`src/rtl/booth2_mul_pp_stream_generator_pkg.sv`:
```
// Shared definitions for the radix-4 Booth partial-product stream generator:
// digit encoding, FSM states and the width/beat-count derivations.
package booth2_mul_pp_stream_generator_pkg;

    typedef enum logic [2:0] {
        DIG_ZERO = 3'd0,
        DIG_POS1 = 3'd1,
        DIG_POS2 = 3'd2,
        DIG_NEG1 = 3'd3,
        DIG_NEG2 = 3'd4
    } booth_digit_e;

    typedef enum logic {
        IDLE = 1'b0,
        BUSY = 1'b1
    } state_e;

    function automatic int calc_num_pp(input int mul_in_wd);
        return mul_in_wd / 2 + 1;
    endfunction

    function automatic int calc_pp_wd(input int mul_in_wd);
        return mul_in_wd + 2;
    endfunction

    function automatic int calc_num_beat(input int mul_in_wd, input int pp_per_cyc);
        return (calc_num_pp(mul_in_wd) + pp_per_cyc - 1) / pp_per_cyc;
    endfunction

    // Triple is {b[2k+1], b[2k], b[2k-1]}.
    function automatic booth_digit_e booth_digit(input logic [2:0] triple);
        booth_digit_e d;
        case (triple)
            3'b001, 3'b010: d = DIG_POS1;
            3'b011:         d = DIG_POS2;
            3'b100:         d = DIG_NEG2;
            3'b101, 3'b110: d = DIG_NEG1;
            default:        d = DIG_ZERO;
        endcase
        return d;
    endfunction

endpackage

```
`src/rtl/booth2_mul_pp_stream_generator_digit_encoder.sv`:
```
// Single Booth digit: turns one multiplier triple and the extended multiplicand
// into a sign-extended partial product plus its deferred +1 negate flag.
module booth2_mul_digit_encoder
    import booth2_mul_pp_stream_generator_pkg::*;
#(
    parameter  int MUL_IN_WD = 32,
    localparam int PP_WD     = calc_pp_wd(MUL_IN_WD)
) (
    input  logic [2:0]         triple,
    input  logic [MUL_IN_WD:0] a_ext,
    output logic [PP_WD-1:0]   pp,
    output logic               s
);

    logic [PP_WD-1:0] mag;
    logic             neg;

    // Negation is ones-complement here; the missing +1 travels as s.
    always_comb begin
        mag = '0;
        neg = 1'b0;
        case (booth_digit(triple))
            DIG_POS1: mag = {a_ext[MUL_IN_WD], a_ext};
            DIG_POS2: mag = {a_ext, 1'b0};
            DIG_NEG1: begin
                mag = {a_ext[MUL_IN_WD], a_ext};
                neg = 1'b1;
            end
            DIG_NEG2: begin
                mag = {a_ext, 1'b0};
                neg = 1'b1;
            end
            default: ;
        endcase
        pp = neg ? ~mag : mag;
        s  = neg;
    end

endmodule

```
`src/rtl/booth2_mul_pp_stream_generator.sv`:
```
// Radix-4 Booth partial-product generator that streams PP_PER_CYC partial
// products per beat over a valid/ready interface.
module booth2_mul_pp_stream_generator
    import booth2_mul_pp_stream_generator_pkg::*;
#(
    parameter  int MUL_IN_WD  = 32,
    parameter  int PP_PER_CYC = 4,
    localparam int NUM_PP     = calc_num_pp(MUL_IN_WD),
    localparam int PP_WD      = calc_pp_wd(MUL_IN_WD),
    localparam int NUM_BEAT   = calc_num_beat(MUL_IN_WD, PP_PER_CYC),
    localparam int IDX_WD     = (NUM_BEAT > 1) ? $clog2(NUM_BEAT) : 1
) (
    input  logic                        clk,
    input  logic                        rstn,
    input  logic                        flush_i,
    input  logic                        in_val,
    output logic                        in_rdy,
    input  logic                        sgn_i,
    input  logic [MUL_IN_WD-1:0]        ai,
    input  logic [MUL_IN_WD-1:0]        bi,
    output logic                        out_val,
    input  logic                        out_rdy,
    output logic [PP_PER_CYC*PP_WD-1:0] out_pp,
    output logic [PP_PER_CYC-1:0]       out_s,
    output logic [IDX_WD-1:0]           out_idx,
    output logic                        out_last
);

    localparam logic [IDX_WD-1:0] LAST_IDX = IDX_WD'(NUM_BEAT - 1);

    state_e                 state, state_nxt;
    logic [IDX_WD-1:0]      cnt, cnt_nxt;
    logic [MUL_IN_WD:0]     a_reg;
    logic [PP_WD:0]         b_reg;
    logic                   accept;
    logic                   beat_done;
    logic                   is_last;
    logic [2:0]             triple [PP_PER_CYC];

    assign out_val   = (state == BUSY);
    assign is_last   = (cnt == LAST_IDX);
    assign out_last  = out_val && is_last;
    assign out_idx   = cnt;
    assign beat_done = out_val && out_rdy;
    assign in_rdy    = rstn && !flush_i && ((state == IDLE) || (beat_done && is_last));
    assign accept    = in_val && in_rdy;

    always_comb begin
        state_nxt = state;
        cnt_nxt   = cnt;
        if (flush_i) begin
            state_nxt = IDLE;
            cnt_nxt   = '0;
        end else begin
            if (beat_done) begin
                cnt_nxt = is_last ? '0 : cnt + IDX_WD'(1);
            end
            case (state)
                IDLE:    if (accept) state_nxt = BUSY;
                BUSY:    if (beat_done && is_last && !accept) state_nxt = IDLE;
                default: state_nxt = IDLE;
            endcase
        end
    end

    // b_reg carries the implicit zero below bit 0 so digit k's triple is b_reg[2k+:3].
    always_ff @(posedge clk) begin
        if (!rstn) begin
            state <= IDLE;
            cnt   <= '0;
            a_reg <= '0;
            b_reg <= '0;
        end else begin
            state <= state_nxt;
            cnt   <= cnt_nxt;
            if (accept) begin
                a_reg <= {sgn_i & ai[MUL_IN_WD-1], ai};
                b_reg <= {{2{sgn_i & bi[MUL_IN_WD-1]}}, bi, 1'b0};
            end
        end
    end

    // Slots past the last digit, or any slot while idle, see a zero triple.
    always_comb begin
        for (int i = 0; i < PP_PER_CYC; i++) begin
            triple[i] = 3'b000;
            if (out_val && ((int'(cnt) * PP_PER_CYC + i) < NUM_PP)) begin
                triple[i] = b_reg[2 * (int'(cnt) * PP_PER_CYC + i) +: 3];
            end
        end
    end

    for (genvar g = 0; g < PP_PER_CYC; g++) begin : g_enc
        booth2_mul_digit_encoder #(
            .MUL_IN_WD (MUL_IN_WD)
        ) u_enc (
            .triple (triple[g]),
            .a_ext  (a_reg),
            .pp     (out_pp[g*PP_WD +: PP_WD]),
            .s      (out_s[g])
        );
    end

endmodule

```
`config.mk`:
```
export PLATFORM = sky130hd
export DESIGN_NAME = booth2_mul_pp_stream_generator
export DESIGN_NICKNAME = d
export VERILOG_FILES = /design/src/rtl/booth2_mul_pp_stream_generator_pkg.sv /design/src/rtl/booth2_mul_pp_stream_generator_digit_encoder.sv /design/src/rtl/booth2_mul_pp_stream_generator.sv
export SDC_FILE = /design/constraint.sdc
export NUM_CORES = 1
export LEC_CHECK = 0
export ABC_AREA = 1
export CAP_MARGIN = 20
export CORE_UTILIZATION = 40
export DETAILED_ROUTE_END_ITERATION = 6
export PLACE_DENSITY_LB_ADDON = 0.25
export RECOVER_POWER = 50
export SLEW_MARGIN = 20
export SYNTH_ARGS = -nofsm -noshare
export SYNTH_HDL_FRONTEND = slang
export SYNTH_SLANG_ARGS = --single-unit
```
`constraint.sdc`:
```
create_clock -name clk -period 5.3 [get_ports clk]
set_clock_uncertainty 0.2 [all_clocks]
set_input_delay 0.53 -clock clk [delete_from_list [all_inputs] [get_ports clk]]
set_output_delay 0.53 -clock clk [all_outputs]
set_load 0.03 [all_outputs]
```
==> metrics.log <==
INFO  metric outcome = completed
INFO  metric io_pins = about 220
INFO  metric timing_max_transition_violations_final = 0
INFO  metric first_pass_iters = 5
INFO  metric reg2reg_depth = 13
INFO  metric number_of_antenna_violating_nets_in_the_routed_design = 0
INFO  metric fin_tns_setup = 0 ns
INFO  metric syn-cell-area = 7000 µm²
INFO  metric synth.distinct_cells = 31
INFO  metric insertion_delay = 0.34 ns
INFO  metric final_core_utilization = 54.2%
INFO  metric dpl_worst_slack = 0.801 ns
INFO  metric synth-seq-area-share = 20.0%
INFO  metric global_placement_routability_congestion = 0.859
INFO  metric clock_sinks = 70
INFO  metric drv.max_cap_violation_count = 0
INFO  metric relSlewSlack = 16.5%
INFO  metric synth_area_leader_cell = nand2_1
INFO  metric groute.usage.overall = 28.1%
INFO  metric fin_crit = a little under 5 ns
INFO  metric max_clock_freq = 204 MHz
INFO  metric drt_drc = 0
INFO  metric drt-initial-drc-count = about 870
INFO  metric crit_path_max_fanout = 35
INFO  metric floorplan.rows = 48
INFO  metric crit_type = reg -> out
INFO  metric synth-edff-count = 0
INFO  metric pnr_total_power = 1.56 mW
INFO  metric netlist_top_cells_count = 573 x nand2_1, 180 x nand3_1, 102 x o21ai_0
INFO  metric power_per_cell_area = 168 nW/µm²
INFO  metric number_of_nets_at_the_end_of_the_flow = 1,544
INFO  metric synthDominantCellAreaShare = 30.7%
INFO  metric cp_startpoint = out_idx[0]
INFO  metric min_path_cells = 2
INFO  metric layout.filler_cells = 1,782
INFO  metric arrival = 4.18 ns
INFO  metric die_width = 134 µm
INFO  metric drt-wirelength-per-cell = 14.9 µm
INFO  metric syn_area_per_cell = 5.23 µm²
INFO  metric syn-num-nets = roughly 1,400
INFO  metric setup.worst_path.start_class = register
INFO  metric core_region_area = 17,200 µm²
INFO  metric final_critical_path_setup_slack = 0.390 ns
INFO  metric htree_levels = 3
INFO  metric drive_gt1_share = 6.40%
INFO  metric synthArstFlopShare = 0%
INFO  metric timing_worst_slew_pin_value = ~1.3 ns
INFO  metric cts_setup_buffers = 0
INFO  metric end_kind = output port
INFO  metric overall_die_area = 18,000 µm²
INFO  metric synth.ff_latch_count = 70
INFO  metric floorplan.initialDensity = about 41%
INFO  metric leakage = 4.54 nW
INFO  metric first_global_vias = 8,004
INFO  metric routed_wl = 25.3 mm
INFO  metric setup_viol_count_final = 0
INFO  metric worst_r2r_startpoint = out_idx[0]
INFO  metric period_share = 92.6%
INFO  metric dr_total_vias = 8,961
INFO  metric grt_setup_unrepaired = no
INFO  metric postSynth.topFlopCell = dfxtp_1
INFO  metric dominant_cell_by_count_in_the_synthesized_netlist = nand2_1
INFO  metric global_route.overflow_total = 0
INFO  metric cp_data_required_time = 4.57 ns
INFO  metric antenna-diode-count = 0
INFO  metric final_area = a little over 9000 µm²
INFO  metric tritoncts = built
INFO  metric cts-buffers-inserted = 9
INFO  metric ctsRootBufferMaster = clkbuf_16
INFO  metric area_growth = 33.0%
INFO  metric drt-vias-per-instance = 5.29
INFO  metric floorplan.die.height = around 130 µm
INFO  metric grt_pass1_wl = a little over 40 mm
INFO  metric power.ir.vdd_worst = 0.143 mV
INFO  metric postPlaceCellArea = 8980 µm²
INFO  metric clk_pin_slew_worst_paths = approximately 0.060 ns
INFO  metric worst_path_max_delay_cell = dfxtp_1
INFO  metric netlist_top_cells_area = nand2_1 31%, dfxtp_1 20%, nand3_1 13%
INFO  metric port_buffer_count = ~220
INFO  metric post_synth_inst_count = 1,339
INFO  metric worst-r2r-setup-slack = 0.92 ns
INFO  metric timing.hold.worst.start = b_reg[17]
INFO  metric grt_antenna_before_repair = 0
INFO  metric final-hold-violation-count = 0
INFO  metric slowest_delay = 0.76 ns
INFO  metric cp_common_cell = nor2_1
INFO  metric hpwlAfterDp = 17.5 mm
INFO  metric grt_max_degree = 70
INFO  metric hold_path_class = reg -> reg
INFO  metric worstPathCellList = inv_2, nor2_1, nor2_1, a221oi_1, nor2_1, inv_1, ha_1, nor2_1, inv_1, nand3_1, o21ai_4, clkbuf_2, xor2_1, clkdlybuf4s50_1
INFO  metric cts_buffer_depth = 2
INFO  metric ys_warn_count = 0
[routing by layer]
| metal | track usage, % | part of all wire [%] | vias to the layer above | routed length [µm] |
|---|---|---|---|---|
| li1 | - | - | 4501 | - |
| met1 | 36.4 | 43 | 4006 | 10800 |
| met2 | 46.6 | 47 | 402 | 11900 |
| met3 | 4.46 | 7.9 | 52 | 2000 |
| met4 | 11.0 | 2.6 | 0 | 658 |
| met5 | 0 | 0 | - | 0 |
[metrics by stage]
stage | instances | hold slack [ns]
floorplan | 1339 | 0.224
global placement | 1678 | 0.242
detailed placement | 1678 | 0.245
CTS | 1694 | 0.254
global route | 1694 | 0.277
finish | 1694 | 0.252
[cell type report]
| type | instances | area, µm² | share of cell area, % |
|---|---|---|---|
| Multi-Input combinational cell | 1038 | 4620 | 49.7 |
| Timing Repair Buffer | 237 | 2250 | 24.2 |
| Sequential cell | 70 | 1400 | 15.1 |
| Inverter | 108 | 408 | 4.38 |
| Tap cell | 225 | 282 | 3.02 |
| Clock buffer | 12 | 267 | 2.86 |
| Clock inverter | 4 | 76.3 | 0.820 |
[power breakdown]
part,leakage (nW),internal (mW),switching (mW)
logic,3.81,0.114,0.160
clock network,0.165,0.452,0.244
registers,0.571,0.552,0.0374
total,4.54,1.12,0.441
[logic make-up (layout without fill, tap and decap cells)]
logic type / after synthesis / in the layout / share of synthesized area [%]
compound gates: 168 / 168 / 12.5
xor+xnor: 4 / 4 / 0.500
fa+ha+maj: 10 / 10 / 1.79
buf+inv: 231 / 361 / 14.1
flops: 70 / 70 / 20.0
simple gates: 856 / 856 / 51.1
[repair_timing]
item | in CTS | in global routing
hold buffers | 0 | 0
resized for setup | 0 | 1
setup endpoints to repair | 0 | 1
[worst max-delay path: cells and delay by family (launching register included)]
kind | cells | cell delay (ns)
XOR/XNOR | 1 | 0.20
adder cells (fa/ha/maj) | 1 | 0.15
flip-flops | 1 | 0.76
AO/OA/AOI/OAI | 2 | 0.33
buffers and inverters | 5 | 1.85
AND/OR/NAND/NOR | 5 | 0.55
[worst paths after layout]
path | endpoint
max | out_pp[102]
min | b_reg[17]
min reg2reg | b_reg[17]
max reg2reg | a_reg[11]
[cells in the final DEF (no fill, tap or decap), types with 2 or more instances in the layout]
| cell type | Yosys | routed |
|---|---|---|
| buf_12 | 0 | 3 |
| clkdlybuf4s50_1 | 0 | 148 |
| nor2_2 | 2 | 3 |
| nand4_1 | 35 | 35 |
| inv_1 | 100 | 101 |
| xor2_1 | 4 | 4 |
| dlygate4sd3_1 | 0 | 33 |
| o211ai_1 | 2 | 2 |
| nand3_1 | 180 | 180 |
| nand2_2 | 9 | 9 |
| inv_2 | 8 | 5 |
| dfxtp_1 | 70 | 70 |
| nor2_1 | 52 | 51 |
| nand3_2 | 2 | 2 |
| clkbuf_16 | 0 | 9 |
| o2111ai_1 | 2 | 2 |
| clkbuf_8 | 0 | 3 |
| clkbuf_2 | 0 | 3 |
| clkbuf_1 | 69 | 2 |
| bufinv_16 | 0 | 2 |
| clkinv_2 | 0 | 2 |
| buf_4 | 14 | 47 |
| a21oi_1 | 54 | 54 |
| nand2_1 | 573 | 573 |
| o21ai_0 | 102 | 102 |
| ha_1 | 10 | 10 |
Power figures use the tool's default switching activity.
